--- src/rtl/m92_pkg.sv ---
// Shared M92 main-CPU I/O constants and small helpers for the sound mailbox.
package m92_pkg;

  // Main-CPU I/O ports owned by the sound mailbox.
  localparam logic [7:0] IO_SOUNDLATCH  = 8'h00;
  localparam logic [7:0] IO_SOUNDLATCH2 = 8'h08;

  // Value driven on a read bus when nothing valid is presented.
  localparam logic [7:0] BUS_IDLE = 8'hff;

  // Effective FIFO operation in one cycle, after full/empty qualification.
  typedef enum logic [1:0] {
    FIFO_IDLE = 2'b00,
    FIFO_POP  = 2'b01,
    FIFO_PUSH = 2'b10,
    FIFO_BOTH = 2'b11
  } fifo_op_e;

  // Encode qualified push/pop into a single operation code.
  function automatic fifo_op_e fifo_op(input logic push, input logic pop);
    fifo_op_e op;
    case ({push, pop})
      2'b01:   op = FIFO_POP;
      2'b10:   op = FIFO_PUSH;
      2'b11:   op = FIFO_BOTH;
      default: op = FIFO_IDLE;
    endcase
    return op;
  endfunction

endpackage

--- src/rtl/sound_cmd_fifo.sv ---
// Command FIFO from the main CPU to the sound CPU: storage, pointers,
// occupancy, and a sticky overrun flag. flush_i acts as a synchronous clear.
module sound_cmd_fifo
  import m92_pkg::*;
#(
  parameter int DEPTH = 4
) (
  input  logic                       clk_i,
  input  logic                       reset_n_i,
  input  logic                       push_i,
  input  logic                       pop_i,
  input  logic                       flush_i,
  input  logic [7:0]                 data_i,
  output logic [7:0]                 head_o,
  output logic [$clog2(DEPTH):0]     count_o,
  output logic                       empty_o,
  output logic                       overrun_o
);

  localparam int PW = $clog2(DEPTH);
  localparam int CW = PW + 1;

  logic [7:0]    mem_q [DEPTH];
  logic [PW-1:0] wr_ptr_q, wr_ptr_d;
  logic [PW-1:0] rd_ptr_q, rd_ptr_d;
  logic [CW-1:0] count_q, count_d;
  logic          overrun_q, overrun_d;
  logic          full_s;
  logic          do_pop_s;
  logic          do_push_s;
  fifo_op_e      op_s;

  // Qualify requests: a pop needs data, a push needs a slot (a same-cycle pop frees one).
  always_comb begin
    empty_o   = (count_q == CW'(0));
    full_s    = (count_q == CW'(DEPTH));
    do_pop_s  = pop_i & ~empty_o & ~flush_i;
    do_push_s = push_i & (~full_s | do_pop_s) & ~flush_i;
    op_s      = fifo_op(do_push_s, do_pop_s);
  end

  // Next-state for pointers, occupancy and the sticky overrun flag.
  always_comb begin
    wr_ptr_d  = wr_ptr_q;
    rd_ptr_d  = rd_ptr_q;
    count_d   = count_q;
    overrun_d = overrun_q;
    if (flush_i) begin
      wr_ptr_d  = '0;
      rd_ptr_d  = '0;
      count_d   = '0;
      overrun_d = 1'b0;
    end else begin
      case (op_s)
        FIFO_PUSH: begin
          wr_ptr_d = wr_ptr_q + PW'(1);
          count_d  = count_q + CW'(1);
        end
        FIFO_POP: begin
          rd_ptr_d = rd_ptr_q + PW'(1);
          count_d  = count_q - CW'(1);
        end
        FIFO_BOTH: begin
          wr_ptr_d = wr_ptr_q + PW'(1);
          rd_ptr_d = rd_ptr_q + PW'(1);
        end
        default: begin
          count_d = count_q;
        end
      endcase
      if (push_i && !do_push_s) begin
        overrun_d = 1'b1;
      end else begin
        overrun_d = overrun_q;
      end
    end
  end

  // Control state registers.
  always_ff @(posedge clk_i or negedge reset_n_i) begin
    if (!reset_n_i) begin
      wr_ptr_q  <= '0;
      rd_ptr_q  <= '0;
      count_q   <= '0;
      overrun_q <= 1'b0;
    end else begin
      wr_ptr_q  <= wr_ptr_d;
      rd_ptr_q  <= rd_ptr_d;
      count_q   <= count_d;
      overrun_q <= overrun_d;
    end
  end

  // Entry storage; contents are only meaningful while counted as occupied.
  always_ff @(posedge clk_i) begin
    if (do_push_s) begin
      mem_q[wr_ptr_q] <= data_i;
    end
  end

  // Head of queue is presented combinationally; idle bus value when empty.
  always_comb begin
    if (empty_o) begin
      head_o = BUS_IDLE;
    end else begin
      head_o = mem_q[rd_ptr_q];
    end
  end

  assign count_o   = count_q;
  assign overrun_o = overrun_q;

endmodule

--- src/rtl/m92_sound_latch.sv ---
// Main-CPU / sound-CPU mailbox: command FIFO toward the sound CPU, reply
// latch toward the main CPU, strobe edge detection and both level IRQs.
module m92_sound_latch
  import m92_pkg::*;
#(
  parameter int DEPTH = 4
) (
  input  logic                   CLK_32M,
  input  logic                   reset_n,
  input  logic                   main_io_wr,
  input  logic                   main_io_rd,
  input  logic [7:0]             main_io_addr,
  input  logic [7:0]             main_io_din,
  output logic [7:0]             main_io_dout,
  output logic                   main_irq,
  input  logic                   snd_reset_n,
  input  logic                   snd_cmd_rd,
  output logic [7:0]             snd_cmd_dout,
  input  logic                   snd_reply_wr,
  input  logic [7:0]             snd_din,
  output logic                   snd_irq,
  output logic                   snd_overrun,
  output logic [$clog2(DEPTH):0] cmd_count
);

  logic       wr_prev_q, rd_prev_q, cmd_rd_prev_q, reply_wr_prev_q;
  logic [7:0] reply_q, reply_d;
  logic       main_irq_q, main_irq_d;
  logic       push_s, pop_s, reply_ld_s, reply_ack_s, flush_s;
  logic       fifo_empty_s;

  // Previous strobe levels, so that multi-cycle strobes act only once.
  always_ff @(posedge CLK_32M or negedge reset_n) begin
    if (!reset_n) begin
      wr_prev_q       <= 1'b0;
      rd_prev_q       <= 1'b0;
      cmd_rd_prev_q   <= 1'b0;
      reply_wr_prev_q <= 1'b0;
    end else begin
      wr_prev_q       <= main_io_wr;
      rd_prev_q       <= main_io_rd;
      cmd_rd_prev_q   <= snd_cmd_rd;
      reply_wr_prev_q <= snd_reply_wr;
    end
  end

  // Rising-edge qualification and address decode; sound-side strobes are
  // ignored while the sound CPU is held in reset.
  always_comb begin
    flush_s     = ~snd_reset_n;
    push_s      = main_io_wr & ~wr_prev_q & (main_io_addr == IO_SOUNDLATCH);
    reply_ack_s = main_io_rd & ~rd_prev_q & (main_io_addr == IO_SOUNDLATCH2);
    pop_s       = snd_cmd_rd & ~cmd_rd_prev_q & snd_reset_n;
    reply_ld_s  = snd_reply_wr & ~reply_wr_prev_q & snd_reset_n;
  end

  // Reply latch and main IRQ: a reply write beats a same-cycle acknowledge.
  always_comb begin
    reply_d    = reply_q;
    main_irq_d = main_irq_q;
    if (reply_ld_s) begin
      reply_d    = snd_din;
      main_irq_d = 1'b1;
    end else if (reply_ack_s) begin
      main_irq_d = 1'b0;
    end else begin
      main_irq_d = main_irq_q;
    end
  end

  // Reply state registers; unaffected by the sound-CPU reset.
  always_ff @(posedge CLK_32M or negedge reset_n) begin
    if (!reset_n) begin
      reply_q    <= 8'h00;
      main_irq_q <= 1'b0;
    end else begin
      reply_q    <= reply_d;
      main_irq_q <= main_irq_d;
    end
  end

  // Main-side read mux: only the reply port returns data.
  always_comb begin
    if (main_io_addr == IO_SOUNDLATCH2) begin
      main_io_dout = reply_q;
    end else begin
      main_io_dout = BUS_IDLE;
    end
  end

  sound_cmd_fifo #(
    .DEPTH (DEPTH)
  ) u_fifo (
    .clk_i     (CLK_32M),
    .reset_n_i (reset_n),
    .push_i    (push_s),
    .pop_i     (pop_s),
    .flush_i   (flush_s),
    .data_i    (main_io_din),
    .head_o    (snd_cmd_dout),
    .count_o   (cmd_count),
    .empty_o   (fifo_empty_s),
    .overrun_o (snd_overrun)
  );

  assign snd_irq  = ~fifo_empty_s;
  assign main_irq = main_irq_q;

endmodule

--- config.mk ---
export PLATFORM = sky130hd
export DESIGN_NAME = m92_sound_latch
export DESIGN_NICKNAME = d
export VERILOG_FILES = /design/src/rtl/m92_pkg.sv /design/src/rtl/sound_cmd_fifo.sv /design/src/rtl/m92_sound_latch.sv
export SDC_FILE = /design/constraint.sdc
export NUM_CORES = 1
export LEC_CHECK = 0
export BUFFER_PORTS_ARGS = -buffer_cell sky130_fd_sc_hd__buf_2
export CAP_MARGIN = 40
export CORE_MARGIN = 2
export CORE_UTILIZATION = 57
export CTS_CLUSTER_SIZE = 8
export DETAILED_ROUTE_END_ITERATION = 10
export PLACE_DENSITY = 0.81
export SYNTH_ARGS = -nofsm -noshare
export SYNTH_HDL_FRONTEND = slang
export SYNTH_SLANG_ARGS = --single-unit
export TNS_END_PERCENT = 50
--- constraint.sdc ---
create_clock -name CLK_32M -period 4.2 [get_ports CLK_32M]
set_input_delay 0.63 -clock CLK_32M [delete_from_list [all_inputs] [get_ports CLK_32M]]
set_output_delay 0.63 -clock CLK_32M [all_outputs]
set_load 0.02 [all_outputs]
==> impl_metrics.ini <==
[sta]
setup_ws_ns = 1.51
final_period_minus_worst_setup_slack_ns = 2.69
setup_tns_ns = 0
max_freq_mhz = 371
hold_viol_final = 0
grt_setup_unrepaired = no
min_period_over_period_pct = 64.1
worst_hold_slack_ns = 0.271
clock-skew-final_ns = 0.00751
worst_slew_margin_relative_to_its_limit_pct = 62.5
slew_at_the_pin_closest_to_its_max_slew_limit_ns = 0.562
finalSetupViolCount = 0
drv_slew = 0

[synth]
ys_types = 36
netlist_area_mm2 = 0.00227
yosys_warnings = 0
syn_inst = 147
predominant_post_synthesis_flop_cell = sky130_fd_sc_hd__edfxtp_1
async_flop_share_pct = 39.6
synthesis.area_per_instance_um2 = 15.5
top_area_cell_type_share_of_the_netlist_area_pct = 42.3
synth.ff_latch_count = 53
synth_enable_flop_cells = 32
share_of_the_yosys_chip_area_belonging_to_registers_pct = 65.4
postSynthNetCount = 183
synth_largest_area_cell = sky130_fd_sc_hd__edfxtp_1
synth_top_cells_by_area = sky130_fd_sc_hd__edfxtp_1 (42%), sky130_fd_sc_hd__dfrtp_1 (23%), sky130_fd_sc_hd__mux4_2 (7.9%)

[clock_tree]
clockBufferDepth = 2
cts_post_setup_buffers_inserted = 0
clk_pin_slew_ns = 0.09
cts-buffers-inserted = 5
clk_latency_ns = 0.30
ctsRootBufferMaster = sky130_fd_sc_hd__clkbuf_8
cts_tree = built
cts-htree-levels = 2
ctsResizeCount = 0
cts_hold_buf = 0
cts_sinks = 53

[finish]
mostFrequentLayoutCells = sky130_fd_sc_hd__buf_2 (52), sky130_fd_sc_hd__edfxtp_1 (32), sky130_fd_sc_hd__dfrtp_1 (21), sky130_fd_sc_hd__or2_2 (16), sky130_fd_sc_hd__nand2_1 (9)
fillCellCount = 271
layout-drive-gt1-share_pct = 47.3
nNetsFinal = 238
insertedDiodeCount = 0
area_growth_syn_to_layout_pct = 17.2
final_common_cell = sky130_fd_sc_hd__buf_2
layout.cell_area.non_filler_mm2 = 0.00267

[floorplan]
pin_count = 53
die_ht_um = 67.2
core_region_area_mm2 = 0.00374
die_area_mm2 = 0.00451
die_w_um = 67.2
start_util_pct = 60.7
placementRows = 22

[critical_path]
crit_required_ns = 3.57
critical_path.endpoint_type = output port
critical_path.startpoint_type = primary input
timing_worst_setup_path_type = primary input to output port
crit_chain = buf_2 > or4_4 > nor2_1 > nand2_1 > or2_2 > buf_2
critPathMostFrequentCell = sky130_fd_sc_hd__buf_2
cpPeakStageDelay_ns = 0.54
worst-path-max-fanout = 9
worst_path_max_delay_cell = sky130_fd_sc_hd__or4_4
worst-endpoint-arrival_ns = 2.06

[place]
gp_congestion = 0.771
post-place-ws_ns = 1.45
detailed_place_hpwl_um = 2960
dpl-instance-area_mm2 = 0.00258
port-buffer-count = 52

[grt]
grt.overflow.total = 0
grtUsageTotal_pct = 19.7
grt_antenna_before_repair = 0
first_global_vias = 1395
grt_pass1_wl_um = 6470
pin_count_of_the_biggest_net_entering_global_routing = 22

[detailed_routing]
finalWirelength_um = 3980
postRouteAntennaNets = 0
route.detailed.vias_per_inst = 5.54
detailed_route_drc_error_count = 0
wl_per_cell_um = 15.9
num_vias = 1391
first_pass_iters = 4
drtIter0Drc = 106

[power]
p_leak_nw = 1.03
post-layout-total-power_mw = 1.10
peakVddDrop_v = 0.000254
pwr_density_cell_mw_per_mm2 = 414

[run]
cap_violations = 0

[outcome]
outcome = finished clean

[hold_path]
timing.hold.worst.class = primary input to async pin
layout make-up:
cell class              instances  area (µm²)  area share [%]
clock buffers                   6        72.6            2.72
clock inverters                 2        15.0           0.563
repair buffers                 53         268            10.0
well taps                      48        60.1            2.25
inverters                       3        11.3           0.423
multi-input cells              86         752            28.2
flip-flops and latches         53        1490            55.8
state kept, by name, summed over array words and instances, names as in the netlist:
register,flops
cmd_rd_prev_q,1
reply_wr_prev_q,1
reply_q,8
rd_prev_q,1
wr_prev_q,1
u_fifo.wr_ptr_q,2
u_fifo.overrun_o,1
main_irq,1
u_fifo.rd_ptr_q,2
u_fifo.mem_q,32
u_fifo.count_o,3
critical path: cells and delay by family:
kind	cells	cell delay, ns
buffers and inverters	2	0.26
and+or+nand+nor	4	1.17
final timing paths:
kind,from,endpoint,slack (ns),cells past startpoint
setup / recovery,main_io_addr[6],main_io_dout[2],1.51,6
hold / removal,reset_n,rd_prev_q$_DFF_PN0_,0.27,1
setup reg to reg,u_fifo.count_o[2]$_DFFE_PN0P_,u_fifo.count_o[2]$_DFFE_PN0P_,2.12,7
hold reg to reg,reply_q[2]$_DFFE_PN0P_,reply_q[2]$_DFFE_PN0P_,0.51,1
max in group asynchronous,reset_n,u_fifo.rd_ptr_q[1]$_DFFE_PN0P_,3.60,1
min in group CLK_32M,main_io_rd,rd_prev_q$_DFF_PN0_,0.45,1
routing by layer:
layer | GRT usage, % | up-vias | share of wire, %
met5 | 0 | - | 0
li1 | - | 649 | -
met4 | 4.59 | 0 | 0.30
met3 | 5.83 | 2 | 6.9
met1 | 26.2 | 674 | 43
met2 | 32.5 | 66 | 50
where the power goes:
part / switching (mW) / total (mW) / internal [mW]
sequential: 0.0275 / 0.605 / 0.577
clock: 0.158 / 0.276 / 0.118
combinational: 0.123 / 0.224 / 0.100
cell usage after synthesis, drive strengths merged, types with 2 or more instances:
cell type  count
nand3b         2
o21ai          4
or2           17
nor3b          2
mux4           8
nor3           2
nand3          3
nor2           4
mux2           8
buf            2
ha             4
xor2           2
a32o           2
or3            3
edfxtp        32
clkbuf         3
nand2          9
inv            3
dfrtp         21
and2           5
stage by stage:
stage                     std cells  util [%]
final                           251      71.2
after global routing            251      71.2
after CTS                       251      71.2
after detailed placement        243      68.9
after global placement          243      68.9
after floorplan                 147         -
cell families after synthesis:
group | count (synthesis) | synth area share [%]
xor gates and xnor gates | 2 | 0.771
DFF | 53 | 65.4
adders and majority gates | 5 | 3.08
AOI/OAI and AO/OA | 11 | 3.69
and+or+nand+nor | 51 | 13.2
muxes | 17 | 12.3
buffers and inverters | 8 | 1.54
(Power assumes the default switching activity.)
